==> src/rtl/serial_sub8_pkg.sv <==
// Shared definitions for the bit-serial subtractor: FSM encodings and default width.
package serial_sub8_pkg;

    typedef enum logic [1:0] {
        ST_IDLE = 2'd0,
        ST_RUN  = 2'd1,
        ST_DONE = 2'd2
    } state_t;

    localparam int DEFAULT_WIDTH = 8;

endpackage

==> src/rtl/serial_bitcell.sv <==
// Combinational 1-bit full adder used as the serial subtractor's arithmetic slice.
module serial_bitcell (
    input  logic a,
    input  logic b,
    input  logic cin,
    output logic s,
    output logic cout
);

    assign s    = a ^ b ^ cin;
    assign cout = (a & b) | (a & cin) | (b & cin);

endmodule

==> src/rtl/serial_sub8.sv <==
// Bit-serial a - b: computes a + ~b + 1 one bit per cycle, LSB first, over WIDTH cycles.
// Handshake: a transfer happens on a rising edge where valid and ready are both high.
module serial_sub8
    import serial_sub8_pkg::*;
#(
    parameter int WIDTH = DEFAULT_WIDTH
) (
    input  logic             clk,
    input  logic             rst_n,
    input  logic             in_valid,
    output logic             in_ready,
    input  logic [WIDTH-1:0] a,
    input  logic [WIDTH-1:0] b,
    output logic             out_valid,
    input  logic             out_ready,
    output logic [WIDTH-1:0] diff,
    output logic             borrow,
    output logic             ovf,
    output logic             busy,
    output logic [1:0]       dbg_state
);

    localparam int CW = $clog2(WIDTH + 1);

    state_t           r_state;
    state_t           w_next;
    logic [WIDTH-1:0] r_a;
    logic [WIDTH-1:0] r_nb;
    logic [WIDTH-1:0] r_dsh;
    logic [WIDTH-1:0] r_diff;
    logic             r_carry;
    logic             r_borrow;
    logic             r_ovf;
    logic [CW-1:0]    r_cnt;
    logic             w_sum;
    logic             w_cout;
    logic             w_last;

    serial_bitcell u_bitcell (
        .a    (r_a[0]),
        .b    (r_nb[0]),
        .cin  (r_carry),
        .s    (w_sum),
        .cout (w_cout)
    );

    assign w_last = (r_cnt == CW'(WIDTH - 1));

    always_comb begin
        w_next = r_state;
        case (r_state)
            ST_IDLE: if (in_valid)  w_next = ST_RUN;
            ST_RUN:  if (w_last)    w_next = ST_DONE;
            ST_DONE: if (out_ready) w_next = ST_IDLE;
            default:                w_next = ST_IDLE;
        endcase
    end

    always_ff @(posedge clk or negedge rst_n) begin
        if (!rst_n) begin
            r_state  <= ST_IDLE;
            r_a      <= '0;
            r_nb     <= '0;
            r_dsh    <= '0;
            r_diff   <= '0;
            r_carry  <= 1'b0;
            r_borrow <= 1'b0;
            r_ovf    <= 1'b0;
            r_cnt    <= '0;
        end else begin
            r_state <= w_next;
            case (r_state)
                ST_IDLE: begin
                    if (in_valid) begin
                        r_a     <= a;
                        r_nb    <= ~b;
                        r_carry <= 1'b1;
                        r_cnt   <= '0;
                    end
                end
                ST_RUN: begin
                    r_a     <= {1'b0, r_a[WIDTH-1:1]};
                    r_nb    <= {1'b0, r_nb[WIDTH-1:1]};
                    r_dsh   <= {w_sum, r_dsh[WIDTH-1:1]};
                    r_carry <= w_cout;
                    r_cnt   <= r_cnt + 1'b1;
                    // Results are published only on the MSB cycle so they stay put while running.
                    if (w_last) begin
                        r_diff   <= {w_sum, r_dsh[WIDTH-1:1]};
                        r_borrow <= ~w_cout;
                        r_ovf    <= r_carry ^ w_cout;
                    end
                end
                default: ;
            endcase
        end
    end

    assign in_ready  = (r_state == ST_IDLE);
    assign out_valid = (r_state == ST_DONE);
    assign busy      = (r_state == ST_RUN) || (r_state == ST_DONE);
    assign diff      = r_diff;
    assign borrow    = r_borrow;
    assign ovf       = r_ovf;
    assign dbg_state = r_state;

endmodule

==> config.mk <==
export PLATFORM = sky130hd
export DESIGN_NAME = serial_sub8
export DESIGN_NICKNAME = d
export VERILOG_FILES = /design/src/rtl/serial_sub8_pkg.sv /design/src/rtl/serial_bitcell.sv /design/src/rtl/serial_sub8.sv
export SDC_FILE = /design/constraint.sdc
export NUM_CORES = 1
export LEC_CHECK = 0
export ABC_CLOCK_PERIOD_IN_PS = 1600
export CAP_MARGIN = 10
export CORE_ASPECT_RATIO = 2
export CORE_UTILIZATION = 45
export CTS_CLUSTER_SIZE = 20
export DETAILED_ROUTE_END_ITERATION = 7
export GPL_TIMING_DRIVEN = 0
export HOLD_SLACK_MARGIN = 0.02
export PLACE_DENSITY = 0.68
export SYNTH_ARGS = -nofsm -noshare
export SYNTH_HDL_FRONTEND = slang
export SYNTH_SLANG_ARGS = --single-unit
==> constraint.sdc <==
create_clock -name clk -period 1.6 [get_ports clk]
set_input_delay 0.16 -clock clk [delete_from_list [all_inputs] [get_ports clk]]
set_output_delay 0.16 -clock clk [all_outputs]
set_load 0.005 [all_outputs]
# Word level (Yosys, flattened, before mapping)
# Cells that the tools add are included.
# W data, S select, Z words.
word_totals:
  register_bits: 41
  latchBits: 0
  ram_bits: 0
  mem_bits_ro: 0
  inputBits: 20
  output_inout_bits: 15
  word_cells: 44
  n_memories: 0
classes:
  add_sub_neg: 1
  mul: 0
  n_div: 0
  magnitude_cmp: 0
  eq_ne: 6
  shifts: 0
  mux: 12
  bitwise_logic: 10
  n_reduce_logical: 6
ops:
  columns: ["op", "n"]
  rows:
  - ["$pmux W8 S2", 2]
  - ["$mux W8", 2]
  - ["$not A8 Y8", 1]
  - ["$pmux W4 S2", 1]
  - ["$mux W2", 3]
  - ["$pmux W2 S3", 1]
  - ["$add A4 B1 Y4 const B", 1]
  - ["$eq A4 B3 Y1 const B", 1]
  - ["$mux W4", 1]
  - ["$ne A2 B2 Y1 const B", 2]
  - ["$reduce_and A2 Y1", 2]
  - ["$and A1 B1 Y1", 3]
  - ["$reduce_and A3 Y1", 1]
  - ["$xor A1 B1 Y1", 3]
  - ["$eq A2 B1 Y1 const B", 1]
  - ["$eq A2 B2 Y1 const B", 1]
  - ["$logic_not A2 Y1", 1]
  - ["$ne A2 B1 Y1 const B", 1]
  - ["$or A1 B1 Y1", 2]
  - ["$pmux W1 S2", 1]
  - ["$reduce_bool A2 Y1", 1]
  - ["$logic_or A1 B1 Y1", 1]
  - ["$mux W1", 1]
  - ["$not A1 Y1", 1]

# Longest topological paths before layout
logic_depth:
  depth_word: 4
  depth_mapped: 7
  ltp_nobuf: 5

# Hierarchy
# Synthesis repeated with hierarchy kept, for this count alone.
hier_totals:
  cells_unflattened: 154
  area_unflattened_um2: 1855.5
modules_own_cells:
  columns: ["mod", "n_inst", "cells_each", "area_per_inst_um2", "seq_area_each_um2"]
  rows:
  - ["serial_sub8", 1, 153, 1835.5, 1001.0]
  - ["serial_bitcell", 1, 1, 20.0, 0.0]

# Worst setup path after synthesis
# No wires, ideal clock.
synth_timing:
  path_kind: "register to register"
  from: "register r_state[0] (netlist: dbg_state[0])"
  to: "register r_nb[6]"
  setup_ns: 0.123
  t_arrival_ns: 1.416
  required_time_ns: 1.477
  slack_ns: 0.061
  path_stages_with_launch: 7
  path_buffers: 1
  synth_period_minus_slack_ns: 1.539
  path_cell_list: "dfrtp_1 inv_1 ha_1 mux2_2 buf_4 nor2_1 a21oi_1"
synth_via:
  elab_chain_len: 3
  elab_cells_between_ends: 6
  cone_classes: "eq/ne: 2; mux: 1; reduce/logical: 3"
synth_rtl:
  columns: ["item", "line_no", "text"]
  rows:
  - ["start, declared", "serial_sub8.sv:25", "state_t r_state;"]
  - ["start signal, assigned", "serial_sub8.sv:71", "r_state <= w_next;"]
  - ["$logic_not A2 Y1 (*)", null, null]
  - ["named net in_ready", "serial_sub8.sv:11", "output logic in_ready,"]
  - ["$ne A2 B2 Y1 (no source line) / $reduce_bool A2 Y1 (equally long branches)", null, null]
  - ["$reduce_and A2 Y1 (no source line)", null, null]
  - ["end signal, assigned", "serial_sub8.sv:76", "r_nb <= ~b;"]
  - ["end signal, assigned", "serial_sub8.sv:83", "r_nb <= {1'b0, r_nb[WIDTH-1:1]};"]
  - ["end, declared", "serial_sub8.sv:28", "logic [WIDTH-1:0] r_nb;"]
# Mark *: on every way through the listed nets, which the timed path passes. The rest lies on a longest branch.
# A chain may end at the register's enable or synchronous reset.

# Final worst setup path
layout_timing:
  from: "register r_state[1] (netlist: dbg_state[1])"
  to: "register r_state[0] (netlist: dbg_state[0])"
layout_via:
  elab_chain_len: 3
  elab_cells_between_ends: 8
  cone_classes: "eq/ne: 5; mux: 1; reduce/logical: 2"
layout_rtl:
  columns: ["item", "line_no", "text"]
  rows:
  - ["$eq A2 B1 Y1, or another cell as far along", "serial_sub8.sv:51", "case (r_state)"]
  - ["$ne A2 B2 Y1 (no source line) / $ne A2 B1 Y1 (equally long branches)", null, null]
  - ["$reduce_and A3 Y1 (no source line)", null, null]
# Several ways; a longest one is shown, not always the timed one.

==> results.toml <==
[sta]
setup_viol = 0
fin_skew_ns = 0.00989
hold_viol = 0
slew_viol_final = 0
tightest_slew_ns = 0.867
fin_crit_sh_pct = 96.5
max_freq_mhz = 647
relSlewSlack_pct = 42.2
finalCriticalPeriod_ns = 1.54

[logic_synthesis]
synth_top_family_by_area = "multiplexers"
synth_area_leaders = "dfrtp_1, mux2_2, mux2i_1"
synthArstFlopShare_pct = 100
synth_top_area_cell = "dfrtp_1"
ys_seq_elements = 40
synth.mux.area_fraction_pct = 15.6
synth_fa_ha_area_share_pct = 3.84
synth-simple-area-share_pct = 10.4
synthXorXnorAreaFrac_pct = 0.480
yosys.area.top_type_share_pct = 54.9
syn-num-nets = 183
avgSynthCellArea_um2 = 11.5
ys.flop_type = "dfrtp_1"
ys_warn_count = 0
ys_seq_area_share_pct = 54.9
syn_inst = 158
syn_area_mm2 = 0.00182
synth-edff-count = 0
ys_types = 31
synth_compound_area_share_pct = 10.0

[cts]
path_clk_slew_ns = 0.08
clock_sinks = 40
h-tree-depth = 2
cts_root_buf = "clkbuf_8"
worstSkewPairLatency_ns = 0.29
cts_made_buffers = 5
cts_tree = "yes"
cts_max_path_buffers = 2

[worst_setup_path]
endpoint_kind = "flip-flop"
criticalPathCategory = "reg2reg"
critPathArrivalTime_ns = 1.72
critPathLaunchType = "flip-flop"
crit-reg2reg-launch = "dbg_state[1]$_DFFE_PN0P_"
r2r_setup_slack_ns = 0.06
worst_ep_required_time_ns = 1.77
crit_fanout = 3
crit_start = "dbg_state[1]$_DFFE_PN0P_"

[die]
coreArea_mm2 = 0.00388
fp.dieW_um = 47.0
dieArea_mm2 = 0.00432
ios = 35
start_util_pct = 46.9
rows = 32
die_y_um = 92.0

[final_layout]
final_cell_mix = "dfrtp_1, clkdlybuf4s50_1, nand2_1"
num-nets-final = 228
final_common_cell = "dfrtp_1"
diodes = 0
final_core_util_pct = 62.8
drive_above_1_share_pct = 21.1
area_delta_synth_final_pct = 33.8

[drt]
via_per_inst = 5.09
drc = 0
drt_pass1_iterations = 4
antenna_left = 0
drt-total-wl_mm = 3.55
wl_per_cell_um = 13.9
via_count = 1298
drt-initial-drc-count = 11

[grt]
grt_pass1_wl_mm = 6.16
antenna_found_initial = 0
grtUsageTotal_pct = 19.8
grt_pass1_vias = 1450
grt_overflow_total = 0
grt_max_degree = 41

[pwr]
p_leak_nw = 1.15
peakVddDrop_mv = 1.16
p_per_area_mw_per_mm2 = 1980
finalPower_mw = 4.83

[outcome]
outcome = "finished clean"

[hold_path]
hp-class = "in2reg"
hp-start = "b[7]"

[place]
place_hpwl_mm = 2.54
portBuffers = 34
place_congestion = 0.752

[run]
drv_cap = 0
==> cells in the mapped netlist, drive strengths merged, types with 2 or more instances <==
cell     n
mux2i   10
a21oi   12
dfrtp   40
nand2   17
a211oi   2
nand4b   2
buf      8
inv      8
nor2b    2
nand3b   3
ha       4
o21ai   11
nor2    12
mux2    15
==> final cells by class <==
type	count	area (µm²)
well taps	51	63.8
repair buffers	38	374
flip-flops and latches	40	1000
clock inverters	2	35.0
plain buffers	8	65.1
multi-input cells	102	798
inverters	8	30.0
fillers	353	1440
clock buffers	6	72.6
==> report_power, final <==
group,switching (mW),internal [mW]
logic,1.03,1.24
registers,0.279,1.49
clock network,0.334,0.463
total,1.64,3.19
==> cell families after synthesis <==
kind of cell | after synthesis
buffers and inverters | 16
DFF | 40
xor gates and xnor gates | 1
and+or+nand+nor | 40
adders and majority gates | 5
muxes | 25
AOI/OAI and AO/OA | 31
==> timing repair <==
action | CTS | global route
endpoints found under the setup margin | 27 | 24
pin swaps | 0 | 2
gates resized for setup | 9 | 12
setup buffers | 3 | 0
hold endpoints to repair | 40 | 0
hold buffers | 1 | 0
==> path summary, 6_finish.rpt <==
check | depth (start not counted) | end
hold / removal | 2 | r_nb[7]$_DFFE_PN0P_
hold reg to reg | 2 | r_a[7]$_DFFE_PN0P_
setup / recovery | 5 | dbg_state[0]$_DFFE_PN0P_
max in group asynchronous | 2 | diff[1]$_DFFE_PN0P_
min in group asynchronous | 2 | r_a[6]$_DFFE_PN0P_
setup reg to reg | 5 | dbg_state[0]$_DFFE_PN0P_
==> per-layer routing <==
metal	wire (µm)	track usage, %
met1	1290	21.0
met2	2080	33.8
met3	105	5.51
met4	74	9.05
met5	0	0
==> state kept, by name (all words and copies together) (netlist names) <==
register and cells:
borrow 1, dbg_state 2, diff 8, ovf 1
r_a 8, r_carry 1, r_cnt 4, r_dsh 7
r_nb 8
==> through the flow <==
step / hold slack, ns / cell area (µm²) / TNS, ns / worst slack, ns / std cells
after global placement: 0.461 / 2230 / -23.86 / -0.569 / 243
after floorplan: -0.136 / 1820 / 0 / 0.0610 / 158
final: 0.425 / 2440 / 0 / 0.0556 / 255
after detailed placement: 0.321 / 2220 / -2.00 / -0.171 / 243
after global routing: 0.433 / 2440 / -0.00261 / -0.00261 / 255
after CTS: 0.415 / 2380 / -0.0180 / -0.0180 / 255
==> worst max-delay path: stages, from the launching register on <==
cell      delay, ns
dfrtp_1        0.40
buf_4          0.15
ha_1           0.20
nor2b_2        0.17
a211oi_2       0.15
mux2_2         0.35
Note: power is estimated with default switching activity, not from simulation.
